**src/rtl/serial_sub_pkg.sv**
```systemverilog
// Shared types and sizing helpers for the bit-serial subtractor.
package serial_sub_pkg;

    typedef enum logic [1:0] {
        S_IDLE = 2'd0,
        S_RUN  = 2'd1,
        S_DONE = 2'd2
    } ss_state_t;

    // Bit-counter width: enough to count WIDTH steps, never narrower than one bit.
    function automatic int cnt_width(input int width);
        if ($clog2(width) < 1) begin
            return 1;
        end else begin
            return $clog2(width);
        end
    endfunction

endpackage

```
**src/rtl/full_subtractor.sv**
```systemverilog
// One-bit full subtractor cell: d = a - b - bin, with the outgoing borrow.
module full_subtractor (
    input  logic a,
    input  logic b,
    input  logic bin,
    output logic d,
    output logic bout
);

    assign d    = a ^ b ^ bin;
    assign bout = (~a & b) | (~(a ^ b) & bin);

endmodule

```
**src/rtl/serial_subtractor.sv**
```systemverilog
// Bit-serial WIDTH-bit subtractor: one full-subtractor cell walks a - b LSB first,
// operands latched on start, result published atomically with a one-cycle done pulse.
module serial_subtractor
    import serial_sub_pkg::*;
#(
    parameter int WIDTH = 8
) (
    input  logic             clk,
    input  logic             rst_n,
    input  logic             start,
    input  logic [WIDTH-1:0] a,
    input  logic [WIDTH-1:0] b,
    output logic             busy,
    output logic             done,
    output logic [WIDTH-1:0] diff,
    output logic             borrow_out
);

    localparam int CW = cnt_width(WIDTH);

    ss_state_t        r_state;
    logic [WIDTH-1:0] r_a;
    logic [WIDTH-1:0] r_b;
    logic [WIDTH-1:0] r_work;
    logic [WIDTH-1:0] r_diff;
    logic [CW-1:0]    r_cnt;
    logic             r_bin;
    logic             r_borrow;
    logic             r_busy;
    logic             r_done;

    logic             w_d;
    logic             w_bout;
    logic             w_last;
    logic [WIDTH-1:0] w_work_next;

    full_subtractor u_cell (
        .a    (r_a[0]),
        .b    (r_b[0]),
        .bin  (r_bin),
        .d    (w_d),
        .bout (w_bout)
    );

    // New difference bit enters at the MSB so that after WIDTH shifts bit 0 lands at the LSB.
    assign w_work_next = (r_work >> 1'b1) | (WIDTH'(w_d) << (WIDTH - 1));
    assign w_last      = (r_cnt == CW'(WIDTH - 1));

    // Handshake FSM, operand shift registers, borrow flop and published result.
    always_ff @(posedge clk or negedge rst_n) begin
        if (!rst_n) begin
            r_state  <= S_IDLE;
            r_a      <= '0;
            r_b      <= '0;
            r_work   <= '0;
            r_diff   <= '0;
            r_cnt    <= '0;
            r_bin    <= 1'b0;
            r_borrow <= 1'b0;
            r_busy   <= 1'b0;
            r_done   <= 1'b0;
        end else begin
            case (r_state)
                S_IDLE: begin
                    if (start) begin
                        r_a     <= a;
                        r_b     <= b;
                        r_work  <= '0;
                        r_bin   <= 1'b0;
                        r_cnt   <= '0;
                        r_busy  <= 1'b1;
                        r_state <= S_RUN;
                    end else begin
                        r_state <= S_IDLE;
                    end
                end
                S_RUN: begin
                    r_a    <= r_a >> 1'b1;
                    r_b    <= r_b >> 1'b1;
                    r_work <= w_work_next;
                    r_bin  <= w_bout;
                    r_cnt  <= r_cnt + CW'(1'b1);
                    if (w_last) begin
                        r_diff   <= w_work_next;
                        r_borrow <= w_bout;
                        r_busy   <= 1'b0;
                        r_done   <= 1'b1;
                        r_state  <= S_DONE;
                    end else begin
                        r_state  <= S_RUN;
                    end
                end
                S_DONE: begin
                    r_done  <= 1'b0;
                    r_state <= S_IDLE;
                end
                default: begin
                    r_busy  <= 1'b0;
                    r_done  <= 1'b0;
                    r_state <= S_IDLE;
                end
            endcase
        end
    end

    assign busy       = r_busy;
    assign done       = r_done;
    assign diff       = r_diff;
    assign borrow_out = r_borrow;

endmodule
```
**config.mk**
```make
export PLATFORM = sky130hd
export DESIGN_NAME = serial_subtractor
export DESIGN_NICKNAME = d
export VERILOG_FILES = /design/src/rtl/serial_sub_pkg.sv /design/src/rtl/full_subtractor.sv /design/src/rtl/serial_subtractor.sv
export SDC_FILE = /design/constraint.sdc
export NUM_CORES = 1
export LEC_CHECK = 0
export CAP_MARGIN = 20
export CORE_MARGIN = 2
export CORE_UTILIZATION = 46
export DETAILED_ROUTE_END_ITERATION = 12
export GPL_ROUTABILITY_DRIVEN = 0
export PLACE_DENSITY = 0.74
export SYNTH_ARGS = -nofsm -noshare
export SYNTH_HDL_FRONTEND = slang
export SYNTH_SLANG_ARGS = --single-unit
```
**constraint.sdc**
```tcl
create_clock -name clk -period 1.4 [get_ports clk]
set_input_delay 0.28 -clock clk [delete_from_list [all_inputs] [get_ports clk]]
set_output_delay 0.28 -clock clk [all_outputs]
set_load 0.1 [all_outputs]
```
==> metrics.cfg, run 1 <==
[timing]
rsz0062_at_grt = true
drv_slew = 0
max_freq_mhz = 690
fin_crit_sh_pct = 103
relSlewSlack_pct = 80.5
final_hold_viol_count = 0
finalClockSkew_ns = 0.00459
period_minus_slack_ns = 1.45
tightest_slew_ns = 0.293
setup_tns_ns = -0.298
timing.final.ws_setup_ns = -0.0485
setup_violations = 8

[power_and_ir_drop]
p_sw_share_pct = 43.0
p_leak_uw = 0.00109
switchingPower_uw = 2630
intPower_uw = 3490
p_comb_share_pct = 52.8
clockPowerShare_pct = 12.8
power_density_nw_per_um2 = 2580
p_total_uw = 6120
pwr-share-seq_pct = 34.4
vdd_drop_max_mv = 0.991

[synthesis]
synth_flop_cell = dfrtp_1
synth_async_sr_flop_share_pct = 100
yosysTopAreaCellShare_pct = 59.1
syn-num-nets = 167
synth_area_leaders = dfrtp_1 59%, nor2_1 6.2%, a22o_1 5.7%
synth.distinct_cells = 25
synthTopCellsByCount = 40 x dfrtp_1, 28 x nor2_1, 11 x a22o_1, 9 x a211oi_1, 9 x nor3_1
synthCells = 145
synth-edff-count = 0
synth_seq_cells = 40
yosysSeqAreaShare_pct = 59.1
synthMostInstantiatedCell = dfrtp_1
avgSynthCellArea_um2 = 11.7
synth_top_cell_by_area = dfrtp_1
synth_area_um2 = 1690
synth_warnings = 0

[clock_tree]
cts_root_buf = clkbuf_8
tritoncts = done
clockBufferDepth = 2
clk_latency_ns = 0.30
cts_buffers = 5
clkSlewWorstSetupHoldPaths_ns = 0.08
cts_sinks = 40
htreeDepth = 2

[setup_path]
crit_fanout = 6
cp_slowest_cell = dfrtp_1
crit_start = r_cnt[0]
crit_chain = ha_2 -> ha_4 -> nand3b_1 -> buf_6 -> mux2_4
crit_type = reg -> reg
reg2reg_from = r_cnt[0]
cp-start-kind = flip-flop
cp.arrival_ns = 1.63
max_stage_delay_ns = 0.40
required_ns = 1.58
endpoint_kind = flip-flop

[global_route]
grt_pass1_wl_um = 6110
first_global_vias = 1382
grt-ovfl-total = 0
track_usage_pct = 19.4
grt_antenna_before_repair = 0
grt_max_degree = 41

[layout]
synthToLayoutAreaGrowth_pct = 39.8
seq_area_um2 = 1000
multiInputGateArea_um2 = 653
n_fill_cell = 292
fin_nets = 209
layout-drive-gt1-share_pct = 27.1
n_antenna_cell = 0

[routing]
dr.pass1.iters = 4
met1Wirelength_um = 1480
wl_um = 3510
avgViaCountPerCell = 5.42
vias = 1278
met2_wirelength_um = 1840
wl_per_cell_um = 14.9
drc = 0
ant_nets = 0
first_iter_violations = 58
wl_met3_um = 137
routed.top_layer = met4

[floorplanning]
ios = 30
core_area_um2 = 3610
dieWidth_um = 64.7
rows = 22
fp.dieArea_um2 = 4180
die-height_um = 64.7
start_util_pct = 47.0

[placed_design]
pre_cts_slack_ns = -0.211
dp_hpwl_um = 2460
io_buffers = 29

[status]
status = finished, violations left
failed_checks = setup timing

[worst_hold_path]
worstHoldPathType = in -> async

[job]
cap_viol_max_count = 0

[cell type report]
| cell class | count | share of cell area [%] |
|---|---|---|
| inverter | 4 | 0.634 |
| clock buffer | 6 | 3.49 |
| sequential | 40 | 42.3 |
| timing repair buffer | 46 | 23.0 |
| tap | 48 | 2.54 |
| multi-input combinational | 90 | 27.6 |
| clock inverter | 2 | 0.423 |
[metrics by stage]
stage               util [%]  cell area [um^2]  hold WS, ns  cells
floorplan                  -              1720      -0.0156    145
global placement        61.2              2210        0.262    225
detailed placement      61.2              2210        0.267    225
CTS                     65.8              2370        0.488    237
global route            65.7              2370        0.498    236
finish                  65.7              2370        0.478    236
[cell usage in the layout (no fill, tap or decap)]
master	Yosys	routed
nor2b_1	1	1
dlygate4sd3_1	0	1
fa_1	1	1
dfrtp_1	40	39
buf_2	6	1
nor3_1	9	9
nand2b_4	1	1
o22ai_1	2	2
o21ai_0	2	1
o32ai_1	5	5
nand2b_1	2	1
inv_1	4	4
ha_2	0	1
o21ba_2	1	1
nand2_2	0	1
buf_4	1	13
mux2_4	0	8
nand2_1	2	1
a211oi_1	9	9
a21oi_1	3	3
clkbuf_8	0	6
o21bai_1	1	1
nand2b_2	0	1
o21a_1	1	1
dfrtp_2	0	1
clkinv_2	0	2
nand3b_1	1	1
ha_4	0	1
a22o_1	11	11
clkdlybuf4s50_1	0	17
o21ai_1	0	1
nor2_1	28	28
buf_6	3	2
buf_12	0	12
[critical path, delay by kind of cell, from the launching register on]
| family | cells | cell delay [ns] |
|---|---|---|
| adder cells (fa/ha/maj) | 2 | 0.34 |
| multiplexers | 1 | 0.30 |
| AND/OR/NAND/NOR | 1 | 0.13 |
| buffers and inverters | 1 | 0.16 |
| flip-flops | 1 | 0.40 |
[state kept, by name (all words and copies together) (netlist names)]
signal      count
r_cnt           3
busy            1
diff            8
done            1
r_bin           1
r_b             8
r_state         2
borrow_out      1
r_work          7
r_a             8
[kinds of logic after synthesis]
logic type                 share of synthesized area [%]
buffers and inverters                               5.32
and+or+nand+nor                                     11.7
DFF                                                 59.1
adders and majority gates                           2.66
muxes                                               5.32
AOI/OAI and AO/OA                                   16.0
[power groups by stage]
stage,clock network [uW],registers [uW],logic [uW]
after global routing,863,2170,3450
after floorplan,0,2940,1140
after global placement,0,2080,3010
after CTS,797,2100,3250
final,784,2110,3230
after detailed placement,0,2120,3120
[what timing repair did]
action | CTS | global route
gates cloned | 0 | 0
hold endpoints to repair | 40 | 0
resized for setup | 10 | 3
hold buffers | 1 | 0
pin swaps | 1 | 3
setup endpoints to repair | 8 | 16
setup buffers | 3 | 0
[final timing paths]
check                             to  slack, ns  depth (start not counted)
setup reg to reg             diff[1]      -0.05                          5
setup / recovery             diff[1]      -0.05                          5
hold reg to reg               r_b[1]       0.51                          2
min in group clk              r_b[1]       0.51                          2
hold / removal             r_work[1]       0.48                          3
max in group asynchronous       busy       0.72                          3
[routing by layer]
metal  track usage, %  vias to the layer above
met2             34.0                       32
li1                 -                      596
met4             8.78                        0
met1             22.8                      644
met5                0                        -
met3             4.17                        6
Power figures use the tool's default switching activity.
==> run 2, diff against run 1 <==
- SLEW_MARGIN: not set -> 10
==> results of run 2 <==
The final DEF is identical to that of run 1; final timing and power are the same.
==> run 3, diff against run 2 <==
- MAX_ROUTING_LAYER: not set -> met4
==> metrics.cfg, run 3 (synthesis results as in run 1) <==
[clock_tree]
cts_root_buf = clkbuf_8
htreeDepth = 2
cts_sinks = 40
clkSlewWorstSetupHoldPaths_ns = 0.07
tritoncts = done
cts_buffers = 5
clockBufferDepth = 2
clk_latency_ns = 0.30

[floorplanning]
die-height_um = 64.7
core_area_um2 = 3610
dieWidth_um = 64.7
start_util_pct = 47.0
rows = 22
ios = 30
fp.dieArea_um2 = 4180

[routing]
drc = 0
ant_nets = 0
wl_per_cell_um = 14.9
avgViaCountPerCell = 5.46
first_iter_violations = 75
wl_um = 3520
dr.pass1.iters = 4
vias = 1289

[timing]
fin_crit_sh_pct = 104
rsz0062_at_grt = true
finalClockSkew_ns = 0.00388
timing.final.ws_setup_ns = -0.0505
drv_slew = 0
setup_tns_ns = -0.317
max_freq_mhz = 689
holdWs_ns = 0.477
tightest_slew_ns = 0.290
period_minus_slack_ns = 1.45
setup_violations = 8
final_hold_viol_count = 0
relSlewSlack_pct = 80.7

[global_route]
first_global_vias = 1379
grt_max_degree = 41
grt-ovfl-total = 0
grt_pass1_wl_um = 6120
grt_antenna_before_repair = 0
track_usage_pct = 20.0

[setup_path]
endpoint_kind = flip-flop
crit_type = reg -> reg
crit_fanout = 6
cp.arrival_ns = 1.63
cp-start-kind = flip-flop
cp_slowest_cell = dfrtp_1
ff2ff_setup_slack_ns = -0.05
max_stage_delay_ns = 0.39
path_buf_inv = 1
required_ns = 1.58
cpLargestDelayFamily = flip-flops
crit_chain = ha_2 -> ha_4 -> nand3b_1 -> buf_6 -> mux2_4

[layout]
final_cell_mix = 39 x dfrtp_1, 28 x nor2_1, 17 x clkdlybuf4s50_1
final_cells = 236
fin_nets = 209
final_common_cell = dfrtp_1
synthToLayoutAreaGrowth_pct = 39.8
layout-drive-gt1-share_pct = 27.1
n_antenna_cell = 0

[status]
failed_checks = setup timing
status = finished, violations left

[power_and_ir_drop]
vdd_drop_max_mv = 0.990
power_density_nw_per_um2 = 2580
p_total_uw = 6120
p_leak_uw = 0.00109

[placed_design]
dp_hpwl_um = 2460
pre_cts_slack_ns = -0.211
io_buffers = 29
dpl.cell_count = 225

[job]
cap_viol_max_count = 0

[worst_hold_path]
worstHoldPathType = in -> async

[run 3: cell counts in the layout (fill, tap and decap cells not counted)]
Identical to the previous run, type by type.
[run 3: worst min-delay path, stage by stage]
cell           delay [ns]
dlygate4sd3_1        0.51
buf_2                0.12
buf_12               0.22
[run 3: worst paths after layout]
check	end	start	depth (start not counted)
worst max-delay path	diff[5]	r_cnt[1]	5
worst min-delay path	diff[1]	rst_n	3
worst max register to register	diff[5]	r_cnt[1]	5
worst min register to register	r_b[1]	r_b[1]	2
max in group asynchronous	busy	rst_n	3
min in group clk	r_b[1]	r_b[1]	2
[run 3: cell type report]
cell class,instances,area [um^2]
Fill cell,292,1240
Clock buffer,6,82.6
Multi-Input combinational cell,90,653
Inverter,4,15.0
Clock inverter,2,10.0
Sequential cell,40,1000
Tap cell,48,60.1
Timing Repair Buffer,46,546
[run 3: metal layers]
layer / vias up / part of all wire, % / wire, um / global-route usage (%)
met5: - / 0 / 0 / -
met4: 0 / 1.7 / 58 / 8.78
met3: 6 / 4.2 / 149 / 4.17
met2: 34 / 52 / 1840 / 33.7
met1: 652 / 42 / 1470 / 23.2
li1: 597 / - / - / -
[run 3: power by group]
group	total [uW]	leakage [uW]	switching, uW	internal, uW
Sequential	2110	0.000487	426	1680
Combinational	3230	0.000552	1820	1410
Clock	781	0.0000510	388	393
[run 3: through the flow]
stage	util, %	instance area [um^2]
after floorplan	-	1720
after global placement	61.2	2210
after detailed placement	61.2	2210
after CTS	65.8	2370
after global routing	65.7	2370
final	65.7	2370
[run 3: what timing repair did]
| action | in CTS | in global routing |
|---|---|---|
| hold endpoints to repair | 40 | 0 |
| pin swaps | 1 | 3 |
| setup endpoints to repair | 8 | 16 |
| resized for setup | 10 | 3 |
| hold buffers | 1 | 0 |
| buffers inserted | 3 | 0 |
